## src/rtl/fetch_unit.sv

```systemverilog
// Instruction-fetch sequencer: issues word reads to imem, buffers returned
// instructions with their PCs for decode, and restarts on execute redirects.
module fetch_unit #(
  parameter logic [31:0] RESET_PC  = 32'h0000_0000,
  parameter int          MAX_OUT   = 2,
  parameter int          BUF_DEPTH = 2
) (
  input  logic        clk,
  input  logic        rst_n,
  output logic        imem_req_valid,
  input  logic        imem_req_ready,
  output logic [31:0] imem_req_addr,
  input  logic        imem_rsp_valid,
  input  logic [31:0] imem_rsp_data,
  input  logic        pcjump,
  input  logic [31:0] jtarget,
  output logic        inst_valid,
  input  logic        inst_ready,
  output logic [31:0] inst_data,
  output logic [31:0] inst_pc,
  output logic        misalign
);

  localparam int CW  = $clog2(MAX_OUT) + 1;
  localparam int TAW = (MAX_OUT > 1) ? $clog2(MAX_OUT) : 1;
  localparam int BAW = (BUF_DEPTH > 1) ? $clog2(BUF_DEPTH) : 1;
  localparam int BCW = BAW + 1;

  typedef enum logic [1:0] {BOOT, RUN, HALT} state_e;

  state_e          state_q, state_d;
  logic [31:0]     fpc_q, fpc_d;
  logic [CW-1:0]   out_q, out_d;
  logic [CW-1:0]   drop_q, drop_d;
  logic            misalign_q, misalign_d;

  logic [31:0]     tag_mem [2**TAW];
  logic [TAW-1:0]  tag_wp_q, tag_rp_q;

  logic [31:0]     buf_data [2**BAW];
  logic [31:0]     buf_pc   [2**BAW];
  logic [BCW-1:0]  buf_wp_q, buf_rp_q;
  logic [BCW-1:0]  buf_cnt;
  logic [CW-1:0]   live;

  logic req_fire, rsp_keep, pop;

  assign buf_cnt  = buf_wp_q - buf_rp_q;
  assign live     = out_q - drop_q;
  assign inst_valid = (buf_cnt != '0);

  // Occupancy only shrinks without an accept, so a raised request stays up.
  assign imem_req_valid = (state_q == RUN) && !pcjump &&
                          (32'(out_q) < 32'(MAX_OUT)) &&
                          ((32'(buf_cnt) + 32'(live)) < 32'(BUF_DEPTH));
  assign imem_req_addr  = fpc_q;

  assign req_fire = imem_req_valid && imem_req_ready;
  assign rsp_keep = imem_rsp_valid && !pcjump && (drop_q == '0);
  assign pop      = inst_valid && inst_ready && !pcjump;

  assign inst_data = inst_valid ? buf_data[buf_rp_q[BAW-1:0]] : '0;
  assign inst_pc   = inst_valid ? buf_pc[buf_rp_q[BAW-1:0]]   : '0;
  assign misalign  = misalign_q;

  always_comb begin
    state_d    = state_q;
    fpc_d      = fpc_q;
    misalign_d = misalign_q;
    drop_d     = drop_q;
    out_d      = out_q + CW'(req_fire) - CW'(imem_rsp_valid);
    if (req_fire) fpc_d = fpc_q + 32'd4;
    if (imem_rsp_valid && (drop_q != '0)) drop_d = drop_q - CW'(1);
    if (state_q == BOOT) state_d = RUN;
    // Redirect: everything still in flight after this cycle becomes stale.
    if (pcjump) begin
      drop_d = out_q - CW'(imem_rsp_valid);
      if (jtarget[1:0] == 2'b00) begin
        fpc_d      = jtarget;
        state_d    = RUN;
        misalign_d = 1'b0;
      end else begin
        state_d    = HALT;
        misalign_d = 1'b1;
      end
    end
  end

  always_ff @(posedge clk or negedge rst_n) begin
    if (!rst_n) begin
      state_q    <= BOOT;
      fpc_q      <= RESET_PC;
      out_q      <= '0;
      drop_q     <= '0;
      misalign_q <= 1'b0;
      tag_wp_q   <= '0;
      tag_rp_q   <= '0;
      buf_wp_q   <= '0;
      buf_rp_q   <= '0;
    end else begin
      state_q    <= state_d;
      fpc_q      <= fpc_d;
      out_q      <= out_d;
      drop_q     <= drop_d;
      misalign_q <= misalign_d;
      if (req_fire)       tag_wp_q <= tag_wp_q + TAW'(1);
      if (imem_rsp_valid) tag_rp_q <= tag_rp_q + TAW'(1);
      if (pcjump) begin
        buf_rp_q <= buf_wp_q;
      end else begin
        if (rsp_keep) buf_wp_q <= buf_wp_q + BCW'(1);
        if (pop)      buf_rp_q <= buf_rp_q + BCW'(1);
      end
    end
  end

  always_ff @(posedge clk) begin
    if (req_fire) tag_mem[tag_wp_q] <= fpc_q;
    if (rsp_keep) begin
      buf_data[buf_wp_q[BAW-1:0]] <= imem_rsp_data;
      buf_pc[buf_wp_q[BAW-1:0]]   <= tag_mem[tag_rp_q];
    end
  end

endmodule

```

## config.mk

```make
export PLATFORM = sky130hd
export DESIGN_NAME = fetch_unit
export DESIGN_NICKNAME = d
export VERILOG_FILES = /design/src/rtl/fetch_unit.sv
export SDC_FILE = /design/constraint.sdc
export NUM_CORES = 1
export LEC_CHECK = 0
export BUFFER_PORTS_ARGS = -buffer_cell sky130_fd_sc_hd__buf_4
export CORE_ASPECT_RATIO = 2
export CORE_MARGIN = 5
export CORE_UTILIZATION = 40
export CTS_BUF_LIST = sky130_fd_sc_hd__clkbuf_8
export DETAILED_ROUTE_END_ITERATION = 16
export PLACE_DENSITY = 0.59
export RECOVER_POWER = 25
export SLEW_MARGIN = 20
export SYNTH_ARGS = -nofsm -noshare
export SYNTH_HDL_FRONTEND = slang
export SYNTH_SLANG_ARGS = --single-unit
```

## constraint.sdc

```tcl
create_clock -name clk -period 12.5 [get_ports clk]
set_input_delay 0.625 -clock clk [delete_from_list [all_inputs] [get_ports clk]]
set_output_delay 0.625 -clock clk [all_outputs]
set_load 0.01 [all_outputs]
```

== Word level (Yosys, flattened, before mapping) ==
Memory sizes are Yosys's and may differ from the RTL's.
Cells that the tools add are included.
W data, S select, Z words.

* Equality and inequality tests: 1
* Multiply operators: 0
* Bitwise gates (word level): 1
* Mux-type cells: 17
* Divide/modulo/power cells: 0
* $lt $le $gt $ge: 2
* Add/sub/neg operators: 12
* Shift operators: 0
* Reduce and logical (&&, ||, !) cells: 19

{| class="wikitable"
|+ Operators with widths
! operator !! count
|-
| $mux W32 || 5
|-
| $add A32 B3 Y32 const B || 1
|-
| $mux W2 || 7
|-
| $reduce_bool A2 Y1 || 5
|-
| $logic_and A1 B1 Y1 || 9
|-
| $logic_not A2 Y1 || 3
|-
| $mux W1 || 5
|-
| $add A2 B1 Y2 const B || 2
|-
| $sub A2 B1 Y2 || 2
|-
| $sub A2 B2 Y2 || 2
|-
| $add A2 B2 Y3 || 1
|-
| $lt A3 B2 Y1 const B || 1
|-
| $add A1 B1 Y1 const B || 2
|-
| $add A2 B1 Y2 || 1
|-
| $eq A2 B1 Y1 const B || 1
|-
| $lt A2 B2 Y1 const B || 1
|-
| $reduce_and A2 Y1 || 1
|-
| $sub A2 B1 Y2 const B || 1
|-
| $logic_not A1 Y1 || 1
|-
| $not A1 Y1 || 1
|}

* Memories kept: 3
* Input bits: 70
* Output and inout port bits: 99
* Bits in read-only memories: 0
* Word-level logic and storage cells: 64
* Bits in latches: 0
* Register bits after elaboration: 45
* RAM bits: 192

{| class="wikitable"
|+ Memories
! memory !! words !! width !! read ports !! clocked after Yosys merged registers in !! write ports !! line !! RTL
|-
| buf_data || 2 || 32 || 1 || 0 || 1 || 40 || <nowiki>logic [31:0] buf_data [2**BAW];</nowiki>
|-
| buf_pc || 2 || 32 || 1 || 0 || 1 || 41 || <nowiki>logic [31:0] buf_pc [2**BAW];</nowiki>
|-
| tag_mem || 2 || 32 || 1 || 0 || 1 || 37 || <nowiki>logic [31:0] tag_mem [2**TAW];</nowiki>
|}

== Longest topological paths before layout ==
Gate-level depths: netlist of run 1.

* Depth after elaboration: 8
* Depth in mapped cells: 12
* Gate-level depth less buffers: 11

== Worst setup path after synthesis of run 1 ==
OpenSTA, ideal clock, no wires.

* Path kind: register to register
* Start point: register buf_wp_q[0]
* End point: memory tag_mem[0][0], enable pin
* Data required time: 12.079 ns
* Arrival time: 3.662 ns
* Setup slack: 8.417 ns
* Setup time: 0.421 ns
* Stages on the path, launching flop included: 9
* Buffers on the path: 1
* Clock period less this slack: 4.083 ns
* Cells stage by stage: dfrtp_1 -> inv_1 -> ha_1 -> or2_2 -> fa_1 -> nand4b_4 -> or3_1 -> clkbuf_1 -> nor2_1

* Cells in the longest elaborated chain, start to end: 7

{| class="wikitable"
|+ Ends and longest elaborated chain
! what !! line !! RTL
|-
| start, declared || 42 || <nowiki>logic [BCW-1:0] buf_wp_q, buf_rp_q;</nowiki>
|-
| start signal, assigned || 111 || <nowiki>if (rsp_keep) buf_wp_q <= buf_wp_q + BCW'(1);</nowiki>
|-
| $sub A2 B2 Y2 || 48 || <nowiki>assign buf_cnt = buf_wp_q - buf_rp_q;</nowiki>
|-
| $add A2 B2 Y3 || 55 || <nowiki>((32'(buf_cnt) + 32'(live)) < 32'(BUF_DEPTH));</nowiki>
|-
| $lt A3 B2 Y1 || 55 ||
|-
| $logic_and A1 B1 Y1 || 54 || <nowiki>(32'(out_q) < 32'(MAX_OUT)) &&</nowiki>
|-
| $logic_and A1 B1 Y1 || 58 || <nowiki>assign req_fire = imem_req_valid && imem_req_ready;</nowiki>
|-
| $mux W1 || 118 || <nowiki>if (req_fire) tag_mem[tag_wp_q] <= fpc_q;</nowiki>
|-
| $mux W1 (not written as such) || 118 ||
|-
| end, declared || 37 ||
|}

Every way passes these cells.

== Final worst setup path of run 1 ==
* Start point: register buf_wp_q[0]
* End point: register fpc_q[31], in the netlist imem_req_addr[31]

* Cells in the longest elaborated chain, start to end: 8

{| class="wikitable"
|+ Ends and longest elaborated chain
! what !! line !! RTL
|-
| $sub A2 B2 Y2 * || 48 ||
|-
| $add A2 B2 Y3 * || 55 ||
|-
| $lt A3 B2 Y1 * || 55 ||
|-
| $logic_and A1 B1 Y1 * || 54 ||
|-
| $logic_and A1 B1 Y1 * || 58 ||
|-
| $mux W32 * || 72 || <nowiki>if (req_fire) fpc_d = fpc_q + 32'd4;</nowiki>
|-
| $mux W32 || 78 || <nowiki>if (jtarget[1:0] == 2'b00) begin</nowiki>
|-
| $mux W32 * || 76 || <nowiki>if (pcjump) begin</nowiki>
|-
| named net fpc_d[31] || 32 || <nowiki>logic [31:0] fpc_q, fpc_d;</nowiki>
|-
| end signal, assigned || 102 || <nowiki>fpc_q <= fpc_d;</nowiki>
|-
| end, declared || 32 ||
|}

Mark *: on every way through the listed nets, which the timed path passes. The rest lies on a longest branch.
A chain may end at the register's enable or synchronous reset.

==> results.md, run 1 <==
- The layout has 2133 filler cells.
- In this run the tightest slew margin relative to its limit is -0.722.
- After routing the design area is ~12000 µm².
- The overall global routing resource usage is 0.143.
- The iteration count of the initial detailed-routing pass is 4.
- Gates resized during post-CTS repair numbered 0.
- The internal power is approximately 1.7 mW.
- For this configuration, the core starts out at a cell density of 0.405.
- Detailed placement ended at an HPWL of roughly 13000 µm.
- The number of design rule violations left after detail routing is 0.
- Setup repair after global routing left no endpoint under its margin.
- After clock tree synthesis, the clock-pin slew on the worst setup and hold paths is approximately 0.070 ns.
- The worst-case setup margin in the final layout is ~9 ns.
- The initial detailed-routing violation count is between 200 and 250.
- The setup check on the worst reg-to-reg path leaves a slack of a little over 9 ns.
- Of the total power, the clock network draws 0.214.
- For this design, the CTS-stage hold fixing added 0 buffers.
- For this run, the number of standard cells in the final layout without fillers is ~1100.
- Once detail routing completed, the nets flagged for antenna violations numbered 0.
- The post-synth net total is around 700.
- The smallest clock period supported by the final layout is computed as 3.44 ns.
- The number of vias per cell after detailed routing is 4.94.
- The endpoint identified for the worst register-to-register timing path is imem_req_addr[31].
- The largest net degree at the start of global routing is 66.
- After synthesis, the cell types taking the most area are sky130_fd_sc_hd__edfxtp_1 (60%), sky130_fd_sc_hd__dfrtp_1 (12%), sky130_fd_sc_hd__mux2i_1 (6.7%), sky130_fd_sc_hd__mux2_2 (3.9%), sky130_fd_sc_hd__nor2_1 (3.1%).
- Summed over all nets, the switching power comes to between 0.8 and 0.9 mW.
- In the synthesized netlist, the number of instances is ~640.
- The number of sinks on the clock net is about 240.
- The proportion of power drawn by flip-flops and latches is 0.396.
- The final layout net count is 904.
- The critical path is of the register to register type.
- The maximum vdd ir drop is ~0.11 mV.
- The worst setup path is launched from a register.
- The transition time at the pin with the least slew margin is about 2.6 ns.
- The power per standard cell area is between 200 and 250 nW/µm².
- The total clock buffers created by CTS is 34.
- The clock skew is about 0.014 ns.
- The worst setup path is captured at a register.
- The number of flip-flops and latches in the synthesized netlist is 237.
- Of the total power, the share spent switching nets is 0.340.
- The number of top-level design ports is roughly 170.
- The proportion of layout cells with a drive suffix above 1 is 0.303.
- In this run the worst setup path begins at buf_wp_q[0].
- The final cell utilization of the core is 0.496.
- At the placement stage, the worst setup path has a slack of around 9.0 ns.
- Hold timing on the final database bottoms out at a slack of approximately 0.32 ns.
- For this run, the number of Yosys warnings is 0.
- The quantity of I/O buffers inserted on ports is between 150 and 200.
- The die covers around 28000 µm².
- The depth of the most critical reg-to-reg path is 9.
- The final count of negative-setup-slack endpoints is 0.
- The overall die width is 120 µm.
- The clock tree buffer depth is 3.
- The placed instance count is between 1000 and 1500.
- Of the available clock period, the critical path in the final layout requires 0.275.
- The initial antenna violation count was 1.
- The power share of the combinational group is 0.390.
- The final reports fail on capacitance limit, slew limit.
- The via count of the first global-routing pass is 5988.
- The flow ran to the end, but the final reports show violations.
- The first global-routing pass estimated between 30000 and 40000 µm of wire.
- The area added between synthesis and finish is 22.4%.
- The final estimated routing congestion in global placement is roughly 0.76.
- The worst hold path belongs to the class input port to register.
- The number of different library cells in the post-synthesis netlist is 39.
- The leakage power is 4.55 nW.
- The tree is rooted in a sky130_fd_sc_hd__clkbuf_8.
- For the worst setup path, the data required time is ~13 ns.
- After synthesis, the mean cell area works out to between 10 and 15 µm².
- After global routing the overflow that remains totals 0.
- The setup TNS is 0 ns.
- The total count of max-transition violations in the final report was between 40 and 50.
- Following the worst setup path forward leads to its endpoint at imem_req_addr[31].
- Measured along the y axis, the die boundary spans roughly 230 µm.
- The hold violation total from the final report was 0.
- The region available for standard cell placement spans 23800 µm².
- The completed layout was analyzed and its total power is 2.56 mW.
- In this run the worst path has a maximum fanout of 11.
- STA puts the critical path data arrival time at slightly below 4 ns.
- The wire length per cell after detailed routing is ~17 µm.
- Summing all placed instances gives a cell area of approximately 11000 µm².
- In this run the critical register-to-register path is launched from buf_wp_q[0].
- The clock tree from TritonCTS is yes.
- At the later pin of the worst-skew pair, clock insertion delay measures between 0.5 and 0.6 ns.
- Post-CTS timing repair inserted 0 buffers for setup.
- The synthesized design spends more area on one cell type than any other, namely sky130_fd_sc_hd__edfxtp_1.
- Based on the critical path, the design can be clocked at up to approximately 290 MHz.
- The detailed router placed 5617 vias in this run.
- The H-tree depth is 2.
- For this run, the register share of the synthesized area comes to 0.714.
- The synthesized cell area is 9650 µm².
- The number of max-capacitance violations reported is 1.
- The total detailed-routing wirelength is a little under 20000 µm.
- The share of the synthesized area in the top cell type is 0.598.
- The site row count is 80.
final cells by class:
cell class	count	area, µm²	area share
tap	287	359	0.0304
clock inverter	21	90.1	0.00762
sequential	237	6900	0.584
antenna	1	2.50	0.000212
clock buffer	37	509	0.0431
inverter	9	33.8	0.00286
multi-input combinational	368	2610	0.221
timing repair buffer	177	1310	0.111
critical path, stage by stage (launching register included):
cell	delay (ns)
sky130_fd_sc_hd__dfrtp_1	0.44
sky130_fd_sc_hd__inv_1	0.12
sky130_fd_sc_hd__ha_1	0.32
sky130_fd_sc_hd__or2_2	0.29
sky130_fd_sc_hd__fa_1	0.53
sky130_fd_sc_hd__nand4b_4	0.19
sky130_fd_sc_hd__nor4_4	0.71
sky130_fd_sc_hd__nand3_2	0.21
sky130_fd_sc_hd__or3_1	0.38
sky130_fd_sc_hd__a31oi_1	0.16
per-layer routing:
metal,routed length [µm],GRT usage,vias up
met2,10700,0.266,158
met3,878,0.0253,43
li1,-,-,2705
met1,7350,0.155,2711
met4,758,0.0688,0
met5,0,0,-
power by group through the flow:
stage	Sequential (mW)	Combinational, mW	Clock [mW]
after CTS	1.01	1.03	0.572
after detailed placement	1.03	1.02	0
after global routing	1.02	1.10	0.605
after global placement	1.02	1.01	0
after floorplan	1.02	0.568	0
final	1.01	0.999	0.548
how the worst min path moves through the flow:
| stage | from | to | slack (ns) | depth (start not counted) |
|---|---|---|---|---|
| floorplan | rst_n | buf_rp_q[0] | 0.33 | 0 |
| CTS | rst_n | drop_q[1] | 0.11 | 1 |
| global placement | imem_req_addr[0] | tag_mem[0][0] | 0.49 | 0 |
| detailed placement | out_q[0] | out_q[0] | 0.49 | 1 |
| global route | imem_rsp_data[23] | buf_data[0][23] | 0.29 | 1 |
| finish | jtarget[26] | imem_req_addr[26] | 0.32 | 3 |
kinds of logic after synthesis:
family          share of synthesized area
buf+inv                            0.0169
flops                               0.714
compound gates                     0.0231
fa+ha+maj                         0.00985
xor+xnor                           0.0368
simple gates                       0.0932
mux                                 0.106
layout by cell type, fill, tap and decap left out, types with 3 or more instances in the layout:
cell type	count
sky130_fd_sc_hd__nand3_1	9
sky130_fd_sc_hd__clkinv_2	3
sky130_fd_sc_hd__and3_1	7
sky130_fd_sc_hd__and2_1	6
sky130_fd_sc_hd__inv_1	20
sky130_fd_sc_hd__mux2_2	33
sky130_fd_sc_hd__nor4_4	3
sky130_fd_sc_hd__or3_1	4
sky130_fd_sc_hd__o21ai_0	10
sky130_fd_sc_hd__nor3_1	4
sky130_fd_sc_hd__clkbuf_4	23
sky130_fd_sc_hd__edfxtp_1	192
sky130_fd_sc_hd__ha_1	6
sky130_fd_sc_hd__xor2_1	26
sky130_fd_sc_hd__buf_4	143
sky130_fd_sc_hd__a21oi_1	6
sky130_fd_sc_hd__clkinv_1	5
sky130_fd_sc_hd__xnor2_1	12
sky130_fd_sc_hd__mux2i_1	65
sky130_fd_sc_hd__dfrtp_1	44
sky130_fd_sc_hd__nand2_1	43
sky130_fd_sc_hd__clkbuf_1	9
sky130_fd_sc_hd__o21ai_1	23
sky130_fd_sc_hd__nor2_1	77
sky130_fd_sc_hd__nand4_1	11
sky130_fd_sc_hd__clkbuf_8	37
sky130_fd_sc_hd__a31oi_1	3
registers in the layout, indices dropped and copies added, names as in the netlist:
signal and cells:
buf_data 64, buf_pc 64, buf_rp_q 2, buf_wp_q 2
drop_q 2, imem_req_addr 32, misalign 1, out_q 2
state_q 2, tag_mem 64, tag_rp_q 1, tag_wp_q 1
synthesized netlist by cell type:
master	n
sky130_fd_sc_hd__a21oi_1	6
sky130_fd_sc_hd__a31oi_1	3
sky130_fd_sc_hd__and2_1	7
sky130_fd_sc_hd__and3_1	7
sky130_fd_sc_hd__and4_1	1
sky130_fd_sc_hd__buf_1	6
sky130_fd_sc_hd__buf_2	1
sky130_fd_sc_hd__buf_6	2
sky130_fd_sc_hd__clkbuf_1	21
sky130_fd_sc_hd__dfrtp_1	45
sky130_fd_sc_hd__edfxtp_1	192
sky130_fd_sc_hd__fa_1	1
sky130_fd_sc_hd__ha_1	6
sky130_fd_sc_hd__inv_1	9
sky130_fd_sc_hd__mux2_2	33
sky130_fd_sc_hd__mux2i_1	65
sky130_fd_sc_hd__nand2_1	43
sky130_fd_sc_hd__nand2b_1	1
sky130_fd_sc_hd__nand3_1	9
sky130_fd_sc_hd__nand3_2	2
sky130_fd_sc_hd__nand3b_1	2
sky130_fd_sc_hd__nand4_1	11
sky130_fd_sc_hd__nand4_2	1
sky130_fd_sc_hd__nand4b_4	1
sky130_fd_sc_hd__nor2_1	80
sky130_fd_sc_hd__nor2b_1	1
sky130_fd_sc_hd__nor3_1	4
sky130_fd_sc_hd__nor3_2	1
sky130_fd_sc_hd__nor4_2	1
sky130_fd_sc_hd__nor4_4	3
sky130_fd_sc_hd__o21ai_0	10
sky130_fd_sc_hd__o21ai_1	23
sky130_fd_sc_hd__o31a_1	1
sky130_fd_sc_hd__or2_1	1
sky130_fd_sc_hd__or2_2	1
sky130_fd_sc_hd__or3_1	4
sky130_fd_sc_hd__xnor2_1	12
sky130_fd_sc_hd__xnor3_1	1
sky130_fd_sc_hd__xor2_1	26
No activity file was read; power rests on OpenSTA's default activity.
==> inputs of run 2 (changes only) <==
ABC_AREA = 1   (was not set)
clock period = 3.4 ns   (was 12.5 ns; I/O delays follow)
==> run 2 against run 1 <==
Compared with the run above: clock skew rose by 0.0025 ns; worst setup slack worse by 8.7 ns; critical path type unchanged; design area increased by 14%; largest power group is now combinational logic; largest cell class unchanged; the flow now finishes without violations.
==> results.md, run 2 <==
- After detailed placement, the design holds a cell count of ~1300.
- The clock skew is approximately 0.017 ns.
- For this run, the detailed router's first-pass iteration total came to 4.
- Ranked by total cell area, the synthesized netlist is headed by sky130_fd_sc_hd__edfxtp_1 (55%), sky130_fd_sc_hd__dfrtp_1 (11%), sky130_fd_sc_hd__mux2_2 (10%), sky130_fd_sc_hd__nand2_1 (6.2%), sky130_fd_sc_hd__inv_1 (3.1%).
- The total detailed-routing wirelength is ~24000 µm.
- For hold timing, the worst endpoint is state_q[0].
- Counting along the longest clock path gives a buffer depth of 3.
- The transition time at the pin with the least slew margin is between 0.9 and 1 ns.
- In this run the static leakage power is approximately 5.7 nW.
- The number of sinks on the clock net is between 200 and 250.
- The startpoint identified for the worst register-to-register timing path is buf_wp_q[0].
- The share of the synthesized area in the top cell type is 0.552.
- The startpoint-to-endpoint class of the critical path is register to register.
- The clock period could shrink to 3.04 ns.
- Dividing the detail-routed via count by the number of cells gives 4.64.
- Leaving out fill and tap cells, the most frequent cell in the layout is sky130_fd_sc_hd__edfxtp_1.
- Internal power comes to 6.95 mW.
- The switching portion of total power is 0.354.
- The number of different library cells in the post-synthesis netlist is 34.
- Synthesis produced a netlist whose cell count is between 800 and 900.
- The share of synthesized flip-flops with an asynchronous set or reset is 0.190.
- The proportion of layout cells with a drive suffix above 1 is 0.345.
- The cell with the biggest individual delay on the critical path is sky130_fd_sc_hd__fa_1.
- Summing all flip-flop and latch instances after layout gives about 7000 µm².
- The run finished with clean final reports.
- The critical hold path startpoint is jtarget[0].
- The Yosys warning count is 0.
- The full die area is roughly 30000 µm².
- The number of design rule violations left after detail routing is 0.
- The first global-routing pass estimated 37700 µm of wire.
- The buffer type at the clock tree root is sky130_fd_sc_hd__clkbuf_8.
- The quantity of I/O buffers inserted on ports is ~170.
- The endpoint identified for the worst register-to-register timing path is imem_req_addr[18].
- The total setup buffers inserted after CTS is 0.
- The synthesized cell area is approximately 10000 µm².
- Yosys mapped a number of flops with a built-in enable equal to 192.
- In the finished design, the share of the clock period the worst path needs comes to 0.895.
- For this design the total switching power over the nets is around 3.8 mW.
- Summing internal, switching and leakage power gives between 10 and 15 mW.
- The proportion of power drawn by flip-flops and latches is 0.361.
- In this run, synthesis produced a sequential element count of around 240.
- The maximum vdd ir drop is ~0.5 mV.
- The total of hold buffers inserted after clock tree synthesis is between 60 and 70.
- In this run the power density over the cells is 796 nW/µm².
- The fill cell total of the finished layout is between 2000 and 2500.
- Together, buffers and inverters on the worst path number 2.
- Setup repair after global routing left no endpoint under its margin.
- Measured against its own limit, the worst slew margin works out to 0.368.
- The worst setup path is captured at a register.
- The maximum fanout along the worst path is 12.
- The floorplan step set the die width to between 100 and 150 µm.
- A synthesized cell averages approximately 12 µm².
- The floorplan step defined a core boundary enclosing about 26000 µm².
- The setup TNS is 0 ns.
- The H-tree depth is 2.
- The worst-case setup margin in the final layout is between 0.3 and 0.4 ns.
- TritonCTS built the clock tree.
- The reg2reg setup slack is between 0.3 and 0.4 ns.
- The clock transition at the register clock pins on the worst setup and hold paths after CTS is 0.07 ns.
- After the flow finishes, the layout carries non-filler instances totaling approximately 1500.
- The post-synth net total is just over 900.
- The final cell utilization of the core is 0.525.
- The clock latency on the worst-skew pair is 0.52 ns.
- STA classifies the critical path startpoint as a register.
- The final estimated routing congestion in global placement is slightly above 0.8.
- The number of max-capacitance violations reported is 0.
- In the final routed layout, each cell accounts on average for 16.0 µm.
- The share of the yosys chip area belonging to registers is 0.659.
- The final layout net count is 1183.
- After legalization and detailed placement, the total HPWL measured between 15000 and 20000 µm.
- The starting density of the core is 0.406.
- The total area of multi-input combinational cells is about 2900 µm².
- For this run, the top clock speed supported by timing is about 330 MHz.
- In this run the remaining antenna-violating nets after routing total 0.
- Entering global routing, the biggest net connects 68 pins.
- The initial antenna violation count is 1.
- The placement-stage worst setup slack is around 0.37 ns.
- For this run, the total global-route usage over all layers was measured as 0.159.
- The most common flop cell mapped by yosys is sky130_fd_sc_hd__edfxtp_1.
- Gates resized during post-CTS repair numbered 0.
- At the worst endpoint, the arrival time is about 3.5 ns.
- The library cell occupying the most area in the post-synthesis netlist is sky130_fd_sc_hd__edfxtp_1.
- The hold violation total from the final report came to 0.
- In this run, CTS created clock tree buffers numbering 35.
- For this block, the via count after detailed routing is 6834.
- In this design, the stage delay of the slowest critical-path cell is a little under 0.5 ns.
- The critical path goes through inv_1 -> ha_1 -> or2_2 -> fa_1 -> nand2_1 -> nor2_2 -> nand3_2 -> buf_4 -> nor2_4 -> nand2_1 -> o21bai_1 -> nand3_1 -> nand2_1.
- Measured in cells, the most critical reg-to-reg path has a length of 13.
- The area added between synthesis and finish is 29.4%.
- For this block, the initial DRC count from the detailed router was 248.
- The share of total power dissipated in the clock network is 0.223.
- The via count of the first global-routing pass came to roughly 7000.
- The number of top-level design ports is between 150 and 200.
- Counting instances, the worst hold path has a depth of 4.
- After global routing the overflow that remains totals 0.
- Among the stages of the critical path, the cell type that occurs most often is sky130_fd_sc_hd__nand2_1.
- By count the netlist is led by sky130_fd_sc_hd__edfxtp_1 (192), sky130_fd_sc_hd__nand2_1 (173), sky130_fd_sc_hd__mux2_2 (96), sky130_fd_sc_hd__inv_1 (85), sky130_fd_sc_hd__nor2_1 (53).
- The total count of max-transition violations in the final report is 0.
- The required time of the critical path is between 3 and 4 ns.
- The min-delay analysis places its worst path in the category input port to register.
- The top cell types in the final layout, fill and taps aside, are sky130_fd_sc_hd__edfxtp_1 (192), sky130_fd_sc_hd__nand2_1 (172), sky130_fd_sc_hd__buf_4 (144).
- The site row count is 83.
- The power share of the combinational group is 0.417.
- The cell family contributing the most delay on the critical path is simple AND/OR/NAND/NOR gates.
- The final count of negative-setup-slack endpoints is 0.
- Yosys instantiated no cell more often than sky130_fd_sc_hd__edfxtp_1.
- From bottom edge to top edge, the die measures roughly 240 µm.
==> run 2: per-stage QoR <==
stage	area, µm²	hold slack [ns]
global route	13500	0.0566
global placement	12100	0.241
detailed placement	12100	0.243
finish	13500	0.0492
CTS	13600	0.00476
floorplan	10500	-0.126
==> run 2: final cells by class <==
class	count	share of cell area
Sequential cell	237	0.510
Antenna cell	1	0.000185
Timing Repair Buffer	248	0.152
Multi-Input combinational cell	462	0.218
Clock buffer	41	0.0417
Clock inverter	22	0.0131
Tap cell	340	0.0314
Inverter	122	0.0339
==> run 2: power groups by stage <==
stage	sequential, mW	clock (mW)	combinational (mW)
finish	3.88	2.40	4.48
CTS	3.88	2.48	4.61
detailed placement	3.94	0	4.54
floorplan	3.89	0	2.71
global placement	3.92	0	4.51
global route	3.92	2.61	4.95
==> run 2: how the worst max path moves through the flow <==
stage / cells after the start / startpoint / slack, ns / to
after floorplan: 10 / buf_wp_q[0] / -0.50 / tag_mem[0][0]
after global placement: 13 / buf_wp_q[0] / 0.44 / imem_req_addr[5]
after detailed placement: 13 / buf_wp_q[0] / 0.37 / imem_req_addr[18]
after CTS: 13 / buf_wp_q[0] / 0.36 / imem_req_addr[18]
after global routing: 13 / buf_wp_q[0] / 0.17 / imem_req_addr[5]
final: 13 / buf_wp_q[0] / 0.36 / imem_req_addr[18]
==> run 2: kinds of logic after synthesis <==
group                      count (synthesis)  share of synthesized area
DFF                                      237                      0.659
buffers and inverters                    150                     0.0609
adders and majority gates                  7                    0.00910
muxes                                     96                      0.103
xor gates and xnor gates                  22                     0.0184
and+or+nand+nor                          297                      0.126
AOI/OAI and AO/OA                         40                     0.0223
==> run 2: worst register-to-register path, stage by stage, from the launching register on <==
cell,delay [ns]
sky130_fd_sc_hd__dfrtp_1,0.41
sky130_fd_sc_hd__inv_1,0.13
sky130_fd_sc_hd__ha_1,0.33
sky130_fd_sc_hd__or2_2,0.29
sky130_fd_sc_hd__fa_1,0.49
sky130_fd_sc_hd__nand2_1,0.06
sky130_fd_sc_hd__nor2_2,0.16
sky130_fd_sc_hd__nand3_2,0.26
sky130_fd_sc_hd__buf_4,0.31
sky130_fd_sc_hd__nor2_4,0.15
sky130_fd_sc_hd__nand2_1,0.09
sky130_fd_sc_hd__o21bai_1,0.13
sky130_fd_sc_hd__nand3_1,0.07
sky130_fd_sc_hd__nand2_1,0.11
==> run 2: per-layer routing <==
layer / global-route usage / wire [µm] / up-vias
met5: 0 / 0 / -
met1: 0.165 / 8480 / 3248
li1: - / - / 3358
met3: 0.0280 / 942 / 58
met4: 0.0795 / 988 / 0
met2: 0.302 / 13100 / 170
